$ cat src/rtl/led_pattern_bank.sv
// -----------------------------------------------------------------------------
// led_pattern_bank
//
// Multi-channel LED pattern generator. A shared prescaler produces a one-cycle
// tick every TICK_DIV cycles. Each channel drives one LED as off, on, blink or
// burst. The blink and burst timing comes from a run-time half-period that is
// counted in ticks.
//
// Parameters
//   NB_CH     number of LED channels (1..16)
//   TICK_DIV  sys_clk cycles per tick
//   HALF_W    width of half_period
//   BURST_N   lit pulses per burst frame (1..8)
//
// Ports
//   sys_clk      in   system clock
//   sys_rst      in   synchronous, active-high reset
//   mode         in   per-channel mode, channel i = mode[2i+1:2i]
//                     00 off, 01 on, 10 blink, 11 burst
//   half_period  in   half-period in ticks, shared by all channels (0 acts as 1)
//   restart      in   one-cycle pulse: realigns the prescaler and all channel phases
//   led          out  registered LED drive, 1 = lit
//   tick         out  registered one-cycle prescaler pulse
// -----------------------------------------------------------------------------
module led_pattern_bank #(
  parameter int NB_CH    = 8,
  parameter int TICK_DIV = 100000,
  parameter int HALF_W   = 10,
  parameter int BURST_N  = 3
) (
  input  logic                sys_clk,
  input  logic                sys_rst,
  input  logic [2*NB_CH-1:0]  mode,
  input  logic [HALF_W-1:0]   half_period,
  input  logic                restart,
  output logic [NB_CH-1:0]    led,
  output logic                tick
);

  // Prescaler width. Keep at least one bit so that TICK_DIV = 1 still elaborates.
  localparam int PC_W = (TICK_DIV > 1) ? $clog2(TICK_DIV) : 1;

  // A burst frame has BURST_N lit/dark pairs followed by 4 dark half-periods.
  localparam int HP_N = 2 * BURST_N + 4;
  localparam int HP_W = $clog2(HP_N);

  localparam logic [PC_W-1:0] PC_LAST       = PC_W'(TICK_DIV - 1);
  localparam logic [HP_W-1:0] HP_LAST_BLINK = HP_W'(1);
  localparam logic [HP_W-1:0] HP_LAST_BURST = HP_W'(HP_N - 1);
  localparam logic [HP_W-1:0] HP_LIT_END    = HP_W'(2 * BURST_N);

  typedef enum logic [1:0] {
    MODE_OFF   = 2'b00,
    MODE_ON    = 2'b01,
    MODE_BLINK = 2'b10,
    MODE_BURST = 2'b11
  } ch_mode_e;

  // Parameter sanity checks at elaboration time.
  if (NB_CH < 1 || NB_CH > 16) begin : g_bad_nb_ch
    $error("led_pattern_bank: NB_CH must be in 1..16");
  end
  if (BURST_N < 1 || BURST_N > 8) begin : g_bad_burst_n
    $error("led_pattern_bank: BURST_N must be in 1..8");
  end
  if (TICK_DIV < 1) begin : g_bad_tick_div
    $error("led_pattern_bank: TICK_DIV must be at least 1");
  end

  // ---------------------------------------------------------------------------
  // Shared prescaler
  // ---------------------------------------------------------------------------
  logic [PC_W-1:0] pc_q;
  logic [PC_W-1:0] pc_d;
  logic            tick_q;
  logic            tick_d;

  always_comb begin
    pc_d   = pc_q + PC_W'(1);
    tick_d = (pc_q == PC_LAST);
    if (pc_q == PC_LAST) begin
      pc_d = '0;
    end
    // A restart makes the prescaler look as if it had just left reset, so the
    // next tick arrives a full TICK_DIV cycles later.
    if (restart) begin
      pc_d   = '0;
      tick_d = 1'b0;
    end
  end

  always_ff @(posedge sys_clk) begin
    if (sys_rst) begin
      pc_q   <= '0;
      tick_q <= 1'b0;
    end else begin
      pc_q   <= pc_d;
      tick_q <= tick_d;
    end
  end

  assign tick = tick_q;

  // Last phase value of a half-period. A half_period of 0 behaves like 1.
  logic [HALF_W-1:0] ph_limit;
  assign ph_limit = (half_period == '0) ? '0 : (half_period - HALF_W'(1));

  // ---------------------------------------------------------------------------
  // Per-channel pattern engines
  // ---------------------------------------------------------------------------
  for (genvar gi = 0; gi < NB_CH; gi++) begin : g_ch
    ch_mode_e          mode_in;
    ch_mode_e          mode_q;
    logic [HALF_W-1:0] ph_q;
    logic [HALF_W-1:0] ph_d;
    logic [HP_W-1:0]   hp_q;
    logic [HP_W-1:0]   hp_d;
    logic              hp_wrap;
    logic              led_q;
    logic              led_d;

    assign mode_in = ch_mode_e'(mode[2*gi +: 2]);

    // Next phase / half-period index. The LED value is decoded from the
    // post-edge state, so it changes on the same edge as the counters.
    always_comb begin
      ph_d    = ph_q;
      hp_d    = hp_q;
      led_d   = 1'b0;
      hp_wrap = (mode_q == MODE_BURST) ? (hp_q >= HP_LAST_BURST)
                                       : (hp_q >= HP_LAST_BLINK);

      if (restart || (mode_in != mode_q)) begin
        // Realign: a mode change or restart starts the pattern from its
        // beginning, and a tick on this same edge is not counted.
        ph_d = '0;
        hp_d = '0;
      end else begin
        case (mode_q)
          MODE_OFF, MODE_ON: begin
            ph_d = '0;
            hp_d = '0;
          end
          default: begin
            if (tick_q) begin
              // '>=' rather than '==' so that shrinking half_period below the
              // current phase wraps on the very next tick instead of running
              // the phase counter all the way round.
              if (ph_q >= ph_limit) begin
                ph_d = '0;
                hp_d = hp_wrap ? '0 : (hp_q + HP_W'(1));
              end else begin
                ph_d = ph_q + HALF_W'(1);
              end
            end
          end
        endcase
      end

      case (mode_in)
        MODE_OFF:   led_d = 1'b0;
        MODE_ON:    led_d = 1'b1;
        MODE_BLINK: led_d = (hp_d == '0);
        MODE_BURST: led_d = (hp_d < HP_LIT_END) && !hp_d[0];
      endcase
    end

    always_ff @(posedge sys_clk) begin
      if (sys_rst) begin
        mode_q <= MODE_OFF;
        ph_q   <= '0;
        hp_q   <= '0;
        led_q  <= 1'b0;
      end else begin
        mode_q <= mode_in;
        ph_q   <= ph_d;
        hp_q   <= hp_d;
        led_q  <= led_d;
      end
    end

    assign led[gi] = led_q;
  end

endmodule

$ cat config.mk
export PLATFORM = sky130hd
export DESIGN_NAME = led_pattern_bank
export DESIGN_NICKNAME = d
export VERILOG_FILES = /design/src/rtl/led_pattern_bank.sv
export SDC_FILE = /design/constraint.sdc
export NUM_CORES = 1
export LEC_CHECK = 0
export CAP_MARGIN = 20
export CELL_PAD_IN_SITES_DETAIL_PLACEMENT = 1
export CELL_PAD_IN_SITES_GLOBAL_PLACEMENT = 1
export CORE_MARGIN = 2
export CORE_UTILIZATION = 26
export DETAILED_ROUTE_END_ITERATION = 8
export GPL_ROUTABILITY_DRIVEN = 0
export GPL_TIMING_DRIVEN = 0
export PLACE_DENSITY_LB_ADDON = 0.05
export RECOVER_POWER = 50
export SLEW_MARGIN = 20
export SYNTH_ARGS = -nofsm -noshare
export SYNTH_HDL_FRONTEND = slang
export SYNTH_SLANG_ARGS = --single-unit
export TNS_END_PERCENT = 20
$ cat constraint.sdc
create_clock -name sys_clk -period 4.3 [get_ports sys_clk]
set_clock_uncertainty 0.05 [all_clocks]
set_input_delay 0.86 -clock sys_clk [delete_from_list [all_inputs] [get_ports sys_clk]]
set_output_delay 0.86 -clock sys_clk [all_outputs]
set_load 0.005 [all_outputs]
# --- After elaboration in Yosys (flattened, before gate mapping) ---
# Cells that the tools add are included.
word_totals:
  wordCells: 265
  input_bits: 29
  regBits: 154
  out_inout_bits: 9
op_classes:
  n_reduce_logical: 67
  n_eq_ne: 49
  order_cmp: 32
  addsub: 18
  n_mux: 65
ops:
  columns: ["operator", "count"]
  rows:
  - ["4-bit 2-to-1 mux", 40]
  - ["10-bit 2-to-1 mux", 9]
  - ["10-bit by 1-bit adder with 10-bit output (second input constant)", 8]
  - ["10-bit >= comparator", 8]
  - ["2-bit == test (second input constant)", 24]
  - ["4-bit by 1-bit adder with 4-bit output (second input constant)", 8]
  - ["2-bit by 1-bit == test with 1-bit output (second input constant)", 16]
  - ["4-bit by 1-bit >= comparator with 1-bit output (second input constant)", 8]
  - ["4-bit >= comparator (second input constant)", 8]
  - ["2-bit zero test", 16]
  - ["4-bit zero test", 8]
  - ["4-bit by 3-bit < comparator with 1-bit output (second input constant)", 8]
  - ["1-bit case mux with 4 select lines", 8]
  - ["4-bit OR reduction", 8]
  - ["2-bit OR reduction", 9]
  - ["17-bit by 1-bit adder with 17-bit output (second input constant)", 1]
  - ["17-bit == test (second input constant)", 1]
  - ["2-bit inequality test", 8]
  - ["10-bit zero test", 1]
  - ["10-bit by 1-bit subtractor with 10-bit output (second input constant)", 1]
  - ["1-bit logical AND", 8]
  - ["1-bit zero test", 8]
  - ["1-bit logical OR", 8]
  - ["1-bit 2-to-1 mux", 8]
  - ["3-bit OR reduction", 1]

# --- Longest topological paths before layout ---
# Gate-level depths: netlist (run 1).
logic_depth:
  ltp_word: 10
  ltp_mapped: 15
  mapped_depth_nobuf: 14

# --- Worst setup path after synthesis (run 1) ---
# Ideal clock, no wire load.
synth_timing:
  path_type: "in2reg"
  start: "input port half_period[3]"
  end: "register g_ch[5].led_q"
  arrival_ps: 3535
  n_path_buf: 0
  stages: 12
  setup_ps: 136
  required_time_ps: 4114
  path_slack_ps: 579
  cell_sequence: "nor3_1 nand3_1 nor3b_1 xor2_1 nand2_1 ha_1 nand4_1 o41ai_2 o21ai_2 mux2_4 o21ai_1 a211oi_2"
synth_via:
  elab_chain_len: 10
  elab_cells_between_ends: 13
  cone_classes: "add/sub (1); order compare (2); mux (6); reduce/logical (4)"
synth_rtl:
  columns: ["element", "line_no", "rtl"]
  rows:
  - ["start: declaration", "34", "input logic [HALF_W-1:0] half_period,"]
  - ["10-bit by 1-bit subtractor with 10-bit output or 10-bit zero test (tied branches)", "106", "assign ph_limit = (half_period == '0) ? '0 : (half_period - HALF_W'(1));"]
  - ["10-bit 2-to-1 mux *", "106", null]
  - ["10-bit >= comparator *", "149", "if (ph_q >= ph_limit) begin"]
  - ["4-bit 2-to-1 mux *", "149", null]
  - ["4-bit 2-to-1 mux *", "145", "if (tick_q) begin"]
  - ["4-bit 2-to-1 mux *", "139", "case (mode_q)"]
  - ["4-bit 2-to-1 mux *", "133", "if (restart || (mode_in != mode_q)) begin"]
  - ["4-bit by 3-bit < comparator with 1-bit output or 1-bit zero test (tied branches)", "164", "MODE_BURST: led_d = (hp_d < HP_LIT_END) && !hp_d[0];"]
  - ["1-bit logical AND", "164", null]
  - ["1-bit case mux with 4 select lines *", "160", "case (mode_in)"]
  - ["end signal: assignment", "178", "led_q <= led_d;"]
  - ["end: declaration", "119", "logic led_q;"]
# Every way passes the cells marked *; elsewhere a longest branch is shown, timed or not.
# A chain may end at the register's enable or synchronous reset.

# --- Worst setup path in the final report (run 1) ---
layout_timing:
  start: "input port half_period[0]"
  end: "register g_ch[2].led_q"
layout_via:
  elab_chain_len: 10
  elab_cells_between_ends: 13
  cone_classes: "add/sub (1); order compare (2); mux (6); reduce/logical (4)"
layout_rtl:
  columns: ["element", "line_no"]
  rows:
  - ["10-bit by 1-bit subtractor with 10-bit output or 10-bit zero test (tied branches)", "106"]
  - ["10-bit 2-to-1 mux *", "106"]
  - ["10-bit >= comparator *", "149"]
  - ["4-bit 2-to-1 mux *", "149"]
  - ["4-bit 2-to-1 mux *", "145"]
  - ["4-bit 2-to-1 mux *", "139"]
  - ["4-bit 2-to-1 mux *", "133"]
  - ["4-bit by 3-bit < comparator with 1-bit output or 1-bit zero test (tied branches)", "164"]
  - ["1-bit logical AND", "164"]
  - ["1-bit case mux with 4 select lines *", "160"]
  - ["end signal: assignment", "178"]
  - ["end: declaration", "119"]
# Marks and branches as above.

==> flow_metrics.env, run 1 <==
export IMPL_p_sw_uw=798
export IMPL_finalCriticalPeriod_ns=4.11
export IMPL_p_total_mw=3.21
export IMPL_start_util_pct=26.3
export IMPL_syn_area_um2=9320
export IMPL_synthDominantCellAreaShare_pct=33.1
export IMPL_clk_latency_ns=0.45
export IMPL_status="finished, final reports clean"
export IMPL_startpoint_type="primary input"
export IMPL_grt_pass1_vias=7862
export IMPL_coreArea_um2=35400
export IMPL_netlist_instances=1059
export IMPL_p_int_mw=2.42
export IMPL_syn_nets=1203
export IMPL_overflow=0
export IMPL_synthToLayoutAreaGrowth_pct=18.2
export IMPL_hold_viol_final=0
export IMPL_diodes=0
export IMPL_yosysSeqAreaShare_pct=33.1
export IMPL_path_buf_inv=2
export IMPL_track_usage_pct=14.9
export IMPL_drc=0
export IMPL_setup_tns_ns=0
export IMPL_drv_cap=0
export IMPL_finalMaxSlewViolations=0
export IMPL_path_class="in2reg"
export IMPL_cts_buffers=17
export IMPL_wl_per_cell_um=17.0
export IMPL_dr_total_vias=7540
export IMPL_worstReg2RegEnd="g_ch[4].led_q"
export IMPL_max_stage_delay_ns=0.56
export IMPL_final_area_um2=11000
export IMPL_clk_path_buf_depth=2
export IMPL_drive_above_1_share_pct=8.42
export IMPL_layout_cells_non_filler=1589
export IMPL_hold_class="reg2reg"
export IMPL_dp_cells=1557
export IMPL_worst_path_max_delay_cell="o41ai_4"
export IMPL_cp_cell_sequence="clkdlybuf4s50_1 -> inv_1 -> ha_1 -> nand2b_1 -> nor2_1 -> nand3_2 -> nand2_1 -> ha_1 -> nand2_1 -> o41ai_4 -> o21ai_4 -> mux2i_1 -> a211oi_1 -> a211oi_2"
export IMPL_seqPwrFrac_pct=45.0
export IMPL_htree_levels=4
export IMPL_rsz0062_at_grt="yes"
export IMPL_antenna_found_initial=0
export IMPL_p_per_area_nw_per_um2=292
export IMPL_reg2reg_from="g_ch[4].ph_q[0]"
export IMPL_max_slew_margin_rel_pct=51.3
export IMPL_worst_pin_slew_ns=0.730
export IMPL_wl_met2_mm=12.1
export IMPL_ys_types=61
export IMPL_synth_edff_count=0
export IMPL_std_cell_rows=69
export IMPL_final_util_pct=31.1
export IMPL_highest_signal_layer="met4"
export IMPL_antenna_left=0
export IMPL_min_delay_start="pc_q[0]"
export IMPL_worst_ep_arrival_time_ns=4.37
export IMPL_grt_max_degree=17
export IMPL_viasPerCell=4.75
export IMPL_p_sw_share_pct=24.8
export IMPL_drt_met1_wl_mm=13.9
export IMPL_cts_tree="built"
export IMPL_place_area_um2=10300
export IMPL_crit_fanout=9
export IMPL_path_clk_slew_ns=0.06
export IMPL_die_w_um=193
export IMPL_ys_ff_latch=154
export IMPL_async_flop_share_pct=0
export IMPL_p_comb_share_pct=6.9
export IMPL_hold_depth=1
export IMPL_end_kind="register"
export IMPL_required_ns=4.55
export IMPL_drt_pass1_iter_count=6
export IMPL_grt_pass1_wl_mm=43.9
export IMPL_wl_met3_um=691
export IMPL_dp_hpwl_mm=19.1
export IMPL_max_freq_mhz=243
export IMPL_fin_nets=1259
export IMPL_yosys_warnings=0
export IMPL_cts_root_buf="clkbuf_16"
export IMPL_synth_area_top_cells="dfxtp_1, ha_1, xor2_1"
export IMPL_final_cell_mix="dfxtp_1, nor2_1, ha_1"
export IMPL_io_pins=38
export IMPL_port_buffers=37
export IMPL_design_die_area_um2=37400
export IMPL_pwr_share_clk_pct=48.1
export IMPL_ff2ff_setup_slack_ns=1.76
export IMPL_dr_first_iter_drc_count=204
export IMPL_ir_drop_mv=0.263
export IMPL_p_leak_nw=4.33
export IMPL_final_common_cell="dfxtp_1"
export IMPL_finalSetupViolCount=0
export IMPL_postSynthAreaPerCell_um2=8.80
export IMPL_yosys_area_top_type="dfxtp_1"
export IMPL_synth_ff_type="dfxtp_1"
export IMPL_worst_r2r_path_depth=9
export IMPL_wirelength_mm=27.0
export IMPL_min_to="pc_q[0]"
export IMPL_cts_sinks=154
export IMPL_die_h_um=193
export IMPL_cp_top_family="compound AO/OA/AOI/OAI gates"
export IMPL_period_share_pct=95.7
synth_stat cells, types with 12 or more instances:
| cell type | number |
|---|---|
| a21oi_1 | 36 |
| and3_1 | 24 |
| dfxtp_1 | 154 |
| ha_1 | 115 |
| inv_1 | 47 |
| mux2i_1 | 24 |
| nand2_1 | 79 |
| nand3_1 | 39 |
| nand4_1 | 39 |
| nor2_1 | 146 |
| nor2b_1 | 16 |
| nor3_1 | 30 |
| o21a_1 | 14 |
| o21ai_1 | 12 |
| xnor2_1 | 30 |
| xor2_1 | 76 |
cells by family (layout without fill, tap and decap cells):
kind of cell,Yosys count,after routing,synth area share [%]
flops,154,154,33.1
fa+ha+maj,123,123,16.3
mux,29,29,3.34
simple gates,424,424,22.0
buf+inv,76,145,3.63
compound gates,147,147,11.6
xor+xnor,106,106,9.97
registers in the layout (all words and copies together), names as in the netlist:
| register | count |
|---|---|
| pc_q | 17 |
| g_ch.led_q | 8 |
| g_ch.hp_q | 32 |
| g_ch.ph_q | 80 |
| g_ch.mode_q | 16 |
| tick | 1 |
timing repair:
item | 4_1_cts | 5_1_grt
endpoints found under the setup margin | 91 | 82
pin swaps | 0 | 6
gates resized for setup | 7 | 22
setup buffers | 0 | 2
hold buffers | 0 | 0
layout make-up:
type | instances | area [µm²]
clock inverter | 10 | 119
inverter | 47 | 176
timing repair buffer | 39 | 388
clock buffer | 22 | 464
tap | 461 | 577
buffer | 27 | 151
sequential | 154 | 3080
fill | 4161 | 24400
multi-input combinational | 829 | 6050
worst max path at each step:
| stage | startpoint | endpoint | depth (start not counted) |
|---|---|---|---|
| after global placement | half_period[3] | g_ch[4].led_q | 12 |
| after floorplan | half_period[3] | g_ch[5].led_q | 12 |
| after detailed placement | half_period[3] | g_ch[5].led_q | 13 |
| after global routing | half_period[0] | g_ch[6].led_q | 15 |
| after CTS | half_period[5] | g_ch[6].ph_q[3] | 12 |
| final | half_period[0] | g_ch[2].led_q | 14 |
metrics by stage:
stage	setup slack, ns	hold slack (ns)
after global placement	-0.906	0.409
after CTS	0.00780	0.429
after floorplan	0.579	0.376
after global routing	-0.0602	0.459
after detailed placement	-0.782	0.412
final	0.187	0.426
power groups by stage:
stage / logic, mW / clock network [mW] / registers, mW
6_report: 0.222 / 1.54 / 1.45
2_1_floorplan: 0.117 / 0 / 1.48
3_5_place_dp: 0.220 / 0 / 1.48
4_1_cts: 0.225 / 1.61 / 1.45
5_1_grt: 0.252 / 1.66 / 1.45
3_3_place_gp: 0.219 / 0 / 1.48
routing by layer:
metal | vias to the layer above | global-route usage (%)
met2 | 61 | 23.2
met1 | 3627 | 21.0
li1 | 3835 | -
met4 | 0 | 3.73
met5 | - | 0
met3 | 17 | 3.00
Power figures use the tool's default switching activity.
==> run 2, diff against run 1 <==
ABC_CLOCK_PERIOD_IN_PS = 4300   (was default)
==> results of run 2 <==
The final DEF is identical to that of run 1; final timing and power are the same.
